## src/rtl/seq_mul_acc.sv

```systemverilog
// Sequential radix-2 shift-add unsigned multiply-accumulate: product = A*B + C.
// Ports: clk, rst_n, in_valid/in_ready + multiplicand/multiplier/addend in; out_valid/out_ready + product out; busy.

// n-bit carry-lookahead adder shared with the divider datapath.
// Ports: a_i, b_i operands, c_i carry-in; s_o sum, c_o carry-out.
module seq_mul_acc_cla #(
    parameter int W = 32
) (
    input  logic [W-1:0] a_i,
    input  logic [W-1:0] b_i,
    input  logic         c_i,
    output logic [W-1:0] s_o,
    output logic         c_o
);
    logic [W-1:0] g;
    logic [W-1:0] p;
    logic [W:0]   c;

    always_comb begin
        g    = a_i & b_i;
        p    = a_i ^ b_i;
        c    = '0;
        c[0] = c_i;
        for (int i = 0; i < W; i++) begin
            c[i+1] = g[i] | (p[i] & c[i]);
        end
        s_o = p ^ c[W-1:0];
        c_o = c[W];
    end
endmodule

// Top: one RUN cycle per multiplier bit, then one ADD cycle folding in C.
// Ports: see spec-level summary in file banner above.
module seq_mul_acc #(
    parameter int n = 32
) (
    input  logic           clk,
    input  logic           rst_n,
    input  logic           in_valid,
    output logic           in_ready,
    input  logic [n-1:0]   multiplicand,
    input  logic [n-1:0]   multiplier,
    input  logic [n-1:0]   addend,
    output logic           out_valid,
    input  logic           out_ready,
    output logic [2*n-1:0] product,
    output logic           busy
);
    localparam int CW = $clog2(n);

    typedef enum logic [1:0] {
        IDLE,
        RUN,
        ADD,
        DONE
    } state_t;

    state_t           state_q;
    logic [2*n:0]     p_q;
    logic [n-1:0]     mcand_q;
    logic [n-1:0]     add_q;
    logic [CW-1:0]    cnt_q;
    logic [2*n-1:0]   product_q;
    logic             out_valid_q;
    logic             in_ready_q;
    logic             busy_q;

    logic [n-1:0]     add_a_d;
    logic [n-1:0]     add_b_d;
    logic [n-1:0]     sum_d;
    logic             co_d;
    logic [n:0]       upper_d;
    logic [n-1:0]     hi_d;

    // One adder serves both phases: upper half + A in RUN,
    // low half + C in ADD (its carry ripples into the upper half).
    always_comb begin
        if (state_q == ADD) begin
            add_a_d = p_q[n-1:0];
            add_b_d = add_q;
        end else begin
            add_a_d = p_q[2*n-1:n];
            add_b_d = mcand_q;
        end
    end

    seq_mul_acc_cla #(.W(n)) u_cla (
        .a_i (add_a_d),
        .b_i (add_b_d),
        .c_i (1'b0),
        .s_o (sum_d),
        .c_o (co_d)
    );

    assign upper_d = p_q[0] ? {co_d, sum_d} : p_q[2*n:n];
    assign hi_d    = p_q[2*n-1:n] + {{(n-1){1'b0}}, co_d};

    always_ff @(posedge clk or negedge rst_n) begin
        if (!rst_n) begin
            state_q     <= IDLE;
            p_q         <= '0;
            mcand_q     <= '0;
            add_q       <= '0;
            cnt_q       <= '0;
            product_q   <= '0;
            out_valid_q <= 1'b0;
            in_ready_q  <= 1'b1;
            busy_q      <= 1'b0;
        end else begin
            unique case (state_q)
                IDLE: begin
                    if (in_valid) begin
                        mcand_q    <= multiplicand;
                        add_q      <= addend;
                        p_q        <= {1'b0, {n{1'b0}}, multiplier};
                        cnt_q      <= '0;
                        in_ready_q <= 1'b0;
                        busy_q     <= 1'b1;
                        state_q    <= RUN;
                    end
                end
                RUN: begin
                    // conditional add into upper half, then shift right
                    p_q   <= {1'b0, upper_d, p_q[n-1:1]};
                    cnt_q <= cnt_q + CW'(1);
                    if (cnt_q == CW'(n - 1)) begin
                        state_q <= ADD;
                    end
                end
                ADD: begin
                    product_q   <= {hi_d, sum_d};
                    out_valid_q <= 1'b1;
                    busy_q      <= 1'b0;
                    state_q     <= DONE;
                end
                DONE: begin
                    if (out_ready) begin
                        out_valid_q <= 1'b0;
                        in_ready_q  <= 1'b1;
                        state_q     <= IDLE;
                    end
                end
                default: state_q <= IDLE;
            endcase
        end
    end

    assign in_ready  = in_ready_q;
    assign out_valid = out_valid_q;
    assign product   = product_q;
    assign busy      = busy_q;
endmodule
```

## config.mk

```make
export PLATFORM = sky130hd
export DESIGN_NAME = seq_mul_acc
export DESIGN_NICKNAME = d
export VERILOG_FILES = /design/src/rtl/seq_mul_acc.sv
export SDC_FILE = /design/constraint.sdc
export NUM_CORES = 1
export LEC_CHECK = 0
export CAP_MARGIN = 20
export CORE_UTILIZATION = 50
export DETAILED_ROUTE_END_ITERATION = 10
export GPL_ROUTABILITY_DRIVEN = 0
export PLACE_DENSITY_LB_ADDON = 0.15
export SLEW_MARGIN = 10
export SYNTH_ARGS = -nofsm -noshare
export SYNTH_HDL_FRONTEND = slang
export SYNTH_SLANG_ARGS = --single-unit
```

## constraint.sdc

```tcl
create_clock -name clk -period 33.9 [get_ports clk]
set_input_delay 10.17 -clock clk [delete_from_list [all_inputs] [get_ports clk]]
set_output_delay 10.17 -clock clk [all_outputs]
set_load 0.005 [all_outputs]
```

Word-level counts from Yosys, hierarchy flattened
Cells that the tools add are included.
{"block": "op_classes", "n_addsub": 2, "multipliers": 0, "div": 0, "order_cmp": 0, "n_eq_ne": 7, "shift": 0, "mux": 18, "bitwise_logic": 65, "reduce_logical": 11}
{"operator": "$pmux W65 S2", "n": 1}
{"operator": "$mux W65", "n": 1}
{"operator": "$mux W32", "n": 2}
{"operator": "$xor A32 B32 Y32", "n": 2}
{"operator": "$mux W33", "n": 1}
{"operator": "$add A32 B1 Y32", "n": 1}
{"operator": "$and A32 B32 Y32", "n": 1}
{"operator": "$and A1 B1 Y1", "n": 31}
{"operator": "$or A1 B1 Y1", "n": 31}
{"operator": "$pmux W5 S2", "n": 1}
{"operator": "$pmux W2 S4", "n": 1}
{"operator": "$reduce_and A2 Y1", "n": 4}
{"operator": "$reduce_bool A2 Y1", "n": 4}
{"operator": "$mux W2", "n": 3}
{"operator": "$ne A2 B2 Y1 const B", "n": 3}
{"operator": "$pmux W1 S2", "n": 3}
{"operator": "$reduce_and A3 Y1", "n": 2}
{"operator": "$add A5 B1 Y5 const B", "n": 1}
{"operator": "$eq A5 B5 Y1 const B", "n": 1}
{"operator": "$mux W5", "n": 1}
{"operator": "$eq A2 B2 Y1 const B", "n": 2}
{"operator": "$mux W1", "n": 4}
{"operator": "$eq A2 B1 Y1 const B", "n": 1}
{"operator": "$logic_not A2 Y1", "n": 1}
{"block": "totals", "reg_bits": 203, "latch_bits": 0, "ram_bits": 0, "mem_bits_ro": 0, "out_inout_bits": 67, "word_cells": 112, "memories": 0}

Longest topological paths before layout
{"block": "logic_depth", "depth_word": 67, "mapped_depth": 46, "mapped_depth_nobuf": 43}

Hierarchy
A second synthesis with hierarchy kept.
{"block": "unflattened", "cells_unflattened": 852, "area_unflattened_um2": 10146.0}
{"module": "seq_mul_acc", "instances": 1, "cells_per_inst": 810, "area_per_inst_um2": 9467.8, "seq_area_each_um2": 5056.1}
{"module": "seq_mul_acc_cla", "instances": 1, "cells_per_inst": 42, "area_per_inst_um2": 678.2, "seq_area_each_um2": 0.0}

Worst setup path before layout
Ideal clock, no wire load.
{"block": "synth_timing", "path_type": "register to register", "from": "register state_q[0]", "to": "register product_q[60], in the netlist product[60]", "setup_ns": 0.141, "arrival_time_ns": 14.322, "t_required_ns": 33.759, "path_slack_ns": 19.437, "stages_incl_launch_ff": 47, "n_path_buf": 3, "path_cell_list": "dfrtp_1 > inv_1 > ha_1 > clkbuf_1 > buf_1 > mux2_2 > ha_1 > inv_1 > fa_1 > fa_1 > fa_1 > inv_1 > fa_1 > fa_1 > fa_1 > fa_1 > fa_1 > fa_1 > (+11 left out) > fa_1 > fa_1 > fa_1 > fa_1 > fa_1 > fa_1 > fa_1 > fa_1 > fa_1 > fa_1 > fa_1 > ha_1 > ha_1 > nand3_1 > nand2b_1 > clkbuf_1 > or4_1 > a31oi_1"}
{"block": "synth_between", "elab_chain_cells": 66, "word_cells_on_any_way": 68, "classes_between": "add/sub (1); eq/ne (1); mux (2); bitwise (64)"}
{"element": "start: declaration", "line": "58", "text": "state_t state_q;"}
{"element": "start signal: assignment", "line": "100", "text": "state_q <= IDLE;"}
{"element": "start signal: assignment", "line": "119", "text": "state_q <= RUN;"}
{"element": "start signal: assignment", "line": "127", "text": "state_q <= ADD;"}
{"element": "$eq A2 B2 Y1 (*)", "line": "78, 110"}
{"element": "$mux W32", "line": "78", "text": "if (state_q == ADD) begin"}
{"element": "$xor A32 B32 Y32 or $and A32 B32 Y32 (tied branches)", "line": "21, 20"}
{"element": "$and A1 B1 Y1", "line": "25", "text": "c[i+1] = g[i] | (p[i] & c[i]);"}
{"element": "$or A1 B1 Y1", "line": "25"}
{"element": "$and A1 B1 Y1", "line": "25"}
{"element": "$or A1 B1 Y1", "line": "25"}
{"element": "$and A1 B1 Y1", "line": "25"}
{"element": "(+50 left out)"}
{"element": "$or A1 B1 Y1", "line": "25"}
{"element": "$and A1 B1 Y1", "line": "25"}
{"element": "$or A1 B1 Y1", "line": "25"}
{"element": "$and A1 B1 Y1", "line": "25"}
{"element": "$or A1 B1 Y1", "line": "25"}
{"element": "$and A1 B1 Y1", "line": "25"}
{"element": "$or A1 B1 Y1", "line": "25"}
{"element": "$add A32 B1 Y32", "line": "96", "text": "assign hi_d = p_q[2*n-1:n] + {{(n-1){1'b0}}, co_d};"}
{"element": "end signal: assignment", "line": "131", "text": "product_q <= {hi_d, sum_d};"}
{"element": "end: declaration", "line": "63", "text": "logic [2*n-1:0] product_q;"}
Mark *: on every way between the ends. The rest lies on a longest branch, timed or not.
A chain may end at the register's enable or synchronous reset.

Worst setup path after layout
Ends and elaborated chain as after synthesis.

==> impl_metrics.toml <==
[status]
outcome = "finished, final reports clean"

[setup_path]
criticalPathCategory = "reg -> reg"
setup.reg_to_reg.worst_slack_ns = 18.54
critPathMostFrequentCell = "sky130_fd_sc_hd__fa_1"
setup.worst_path.start = "state_q[0]$_DFFE_PN0P_"
worst-path-buf-inv = 3
worst-path-max-fanout = 54
critPathMaxStageDelay_ns = 0.61
critical-path-top-delay-family = "adder cells"
cp_startpoint_kind = "flop"
cp_data_required_time_ns = 34.26
critPathSlowestCell = "sky130_fd_sc_hd__buf_4"
critical_path_arrival_ns = 15.72
critPathCaptureType = "flop"
worst_r2r_startpoint = "state_q[0]$_DFFE_PN0P_"

[drt]
initialDrtViolationCount = 474
first_pass_iters = 4
drcViolationCount = 0
detail_route.wl_per_cell_um = 18.1
detail-route-antenna-nets = 0
wl_mm = 23.1
num_vias = 6974
detail_route.vias_per_cell = 5.47

[die]
core_region_um2 = 19700
floorplan.rows = 51
die-area_um2 = 21000
io-pin-count = 167
fp.dieW_um = 145
floorplan.die.height_um = 145
start_util_pct = 51.7

[synth]
syn-cell-area_um2 = 10200
most_area_consuming_cells_after_synthesis = "sky130_fd_sc_hd__dfrtp_1, sky130_fd_sc_hd__mux2_2, sky130_fd_sc_hd__mux2i_1"
post-synth-top-area-fraction_pct = 49.4
yosysSeqAreaShare_pct = 49.6
synth_top_cell_by_area = "sky130_fd_sc_hd__dfrtp_1"
syn_avg_cell_area_um2 = 11.9
number_of_storage_elements_in_the_synthesis_netlist = 202
synth_cell_type_count = 38
syn_nets = 998
ys.warnings.count = 0
syn_inst_count = 857

[cells_and_area]
leading_cell_type_in_the_layout_fill_and_taps_excluded = "sky130_fd_sc_hd__dfrtp_1"
final-instance-count-excl-fill = 1276
final_net_count = 1138
layout.cells.most_common_list = "sky130_fd_sc_hd__dfrtp_1, sky130_fd_sc_hd__clkdlybuf4s50_1, sky130_fd_sc_hd__mux2_2"
area_growth_syn_to_layout_pct = 25.5
multiInputGateArea_um2 = 4870
fin_util_pct = 64.9
post_route_cells_drive_above_1_share_pct = 20.4
final_design_area_no_fill_um2 = 12800
antennaDiodeCount = 0
filler_cell_count = 1559
regArea_um2 = 5060

[clock_tree]
post_cts_setup_driven_buffer_insertion_count = 0
cts_tree = "yes"
htreeDepth = 1
clock_insertion_delay_worst_skew_ns = 0.51
number_of_gates_resized_after_cts = 0
cts-root-to-sink-buffers = 3
tritoncts.num_buffers = 23
cts.sink_count = 202
hold_buffers = 0
clk_root_buffer_cell = "sky130_fd_sc_hd__clkbuf_16"
cts.reportedPaths.clkPinSlew_ns = 0.06

[run]
cap_viol_max_count = 0

[global_routing]
grt_first_pass_wirelength_mm = 37.2
pin_count_of_the_biggest_net_entering_global_routing = 107
initial_antenna_violation_count = 0
via_count_of_the_first_global_routing_pass = 6889
gr-total-overflow = 0
gr-usage-all-layers_pct = 23.2

[pwr]
power_leakage_uw = 0.00535
power.density_cell_area_nw_per_um2 = 105
peakVddDrop_mv = 0.0633

[timing]
fin_crit_sh_pct = 45.3
finalMaxSlewViolations = 0
timing.final.setup_violations = 0
finalClockSkew_ns = 0.0101
final.hold.worst_slack_ns = 0.499
rsz_0062_raised_after_global_routing = "no"
finalSetupTns_ns = 0
layout_min_cycle_time_ns = 15.36
relSlewSlack_pct = 31.9
maxClockFrequency_mhz = 65.1
timing_hold_violations_final = 0
max_slew.worst_pin.slew_ns = 1.02

[hold_path]
hold_path.startpoint = "mcand_q[25]$_DFFE_PN0P_"
worstHoldPathType = "reg -> reg"

[place]
placed_cells = 1237
place.detailed.hpwl_mm = 16.1
placement.io_buffers = 166
post_dp_cell_area_um2 = 12000
==> logic make-up after synthesis <==
logic type | count (synthesis) | synth area share [%]
xor+xnor | 14 | 1.20
mux | 224 | 23.9
buf+inv | 74 | 2.89
compound gates | 128 | 7.15
fa+ha+maj | 41 | 7.32
simple gates | 174 | 7.98
flops | 202 | 49.6
==> final cells by class <==
cell class	count	share of cell area, %
Clock buffer	34	5.45
Clock inverter	5	0.420
Inverter	15	0.440
Multi-Input combinational cell	581	38.1
Sequential cell	202	39.5
Tap cell	265	2.59
Timing Repair Buffer	174	13.5
==> cell usage after synthesis (all sizes together) <==
| library cell | count |
|---|---|
| dfrtp | 201 |
| mux2 | 151 |
| nand2 | 83 |
| mux2i | 73 |
| o21ai | 72 |
| clkbuf | 42 |
| nor2 | 38 |
| fa | 31 |
| a21oi | 17 |
| buf | 17 |
| a31oi | 16 |
| inv | 15 |
| or4 | 13 |
| o31ai | 11 |
| ha | 10 |
| xnor2 | 10 |
| nand4 | 9 |
| nand3 | 7 |
| a22o | 6 |
| or3 | 5 |
| and3 | 4 |
| and4 | 4 |
| nor3 | 4 |
| xor2 | 4 |
| nand2b | 3 |
| nor4 | 3 |
| o211ai | 3 |
| a221oi | 1 |
| a32o | 1 |
| and2 | 1 |
| dfstp | 1 |
| o22ai | 1 |
==> report_power, final <==
part | internal, uW | total (uW) | switching, uW
Sequential | 359 | 453 | 94.1
Combinational | 345 | 644 | 299
Clock | 149 | 245 | 95.9
==> flip-flops by register name, indices dropped and copies added, names as in the netlist <==
signal	flops
cnt_q	5
state_q	2
in_ready	1
busy	1
mcand_q	32
p_q	64
add_q	32
product	64
out_valid	1
==> per-stage QoR <==
stage | worst slack, ns | power [uW]
CTS | 18.53 | 1350
finish | 18.54 | 1340
floorplan | 19.44 | 857
global route | 17.93 | 1450
detailed placement | 18.60 | 1100
global placement | 18.72 | 1090
==> metal layers <==
metal  vias to the layer above  track usage (%)  share of wire [%]  wire (um)
met3                        36             3.49                4.3        993
met1                      3440             35.5                 49      11400
met2                       166             34.4                 45      10300
li1                       3332                -                  -          -
met5                         -                0                  0          0
met4                         0             5.76                1.8        414
==> worst paths after layout <==
check,end,cells after the start
setup reg to reg,product[60]$_DFFE_PN0N_,42
min in group asynchronous,product[59]$_DFFE_PN0N_,1
max in group asynchronous,p_q[0]$_DFFE_PN0P_,3
setup / recovery,product[60]$_DFFE_PN0N_,42
hold reg to reg,mcand_q[25]$_DFFE_PN0P_,1
hold / removal,mcand_q[25]$_DFFE_PN0P_,1
No activity file was read; power rests on OpenSTA's default activity.
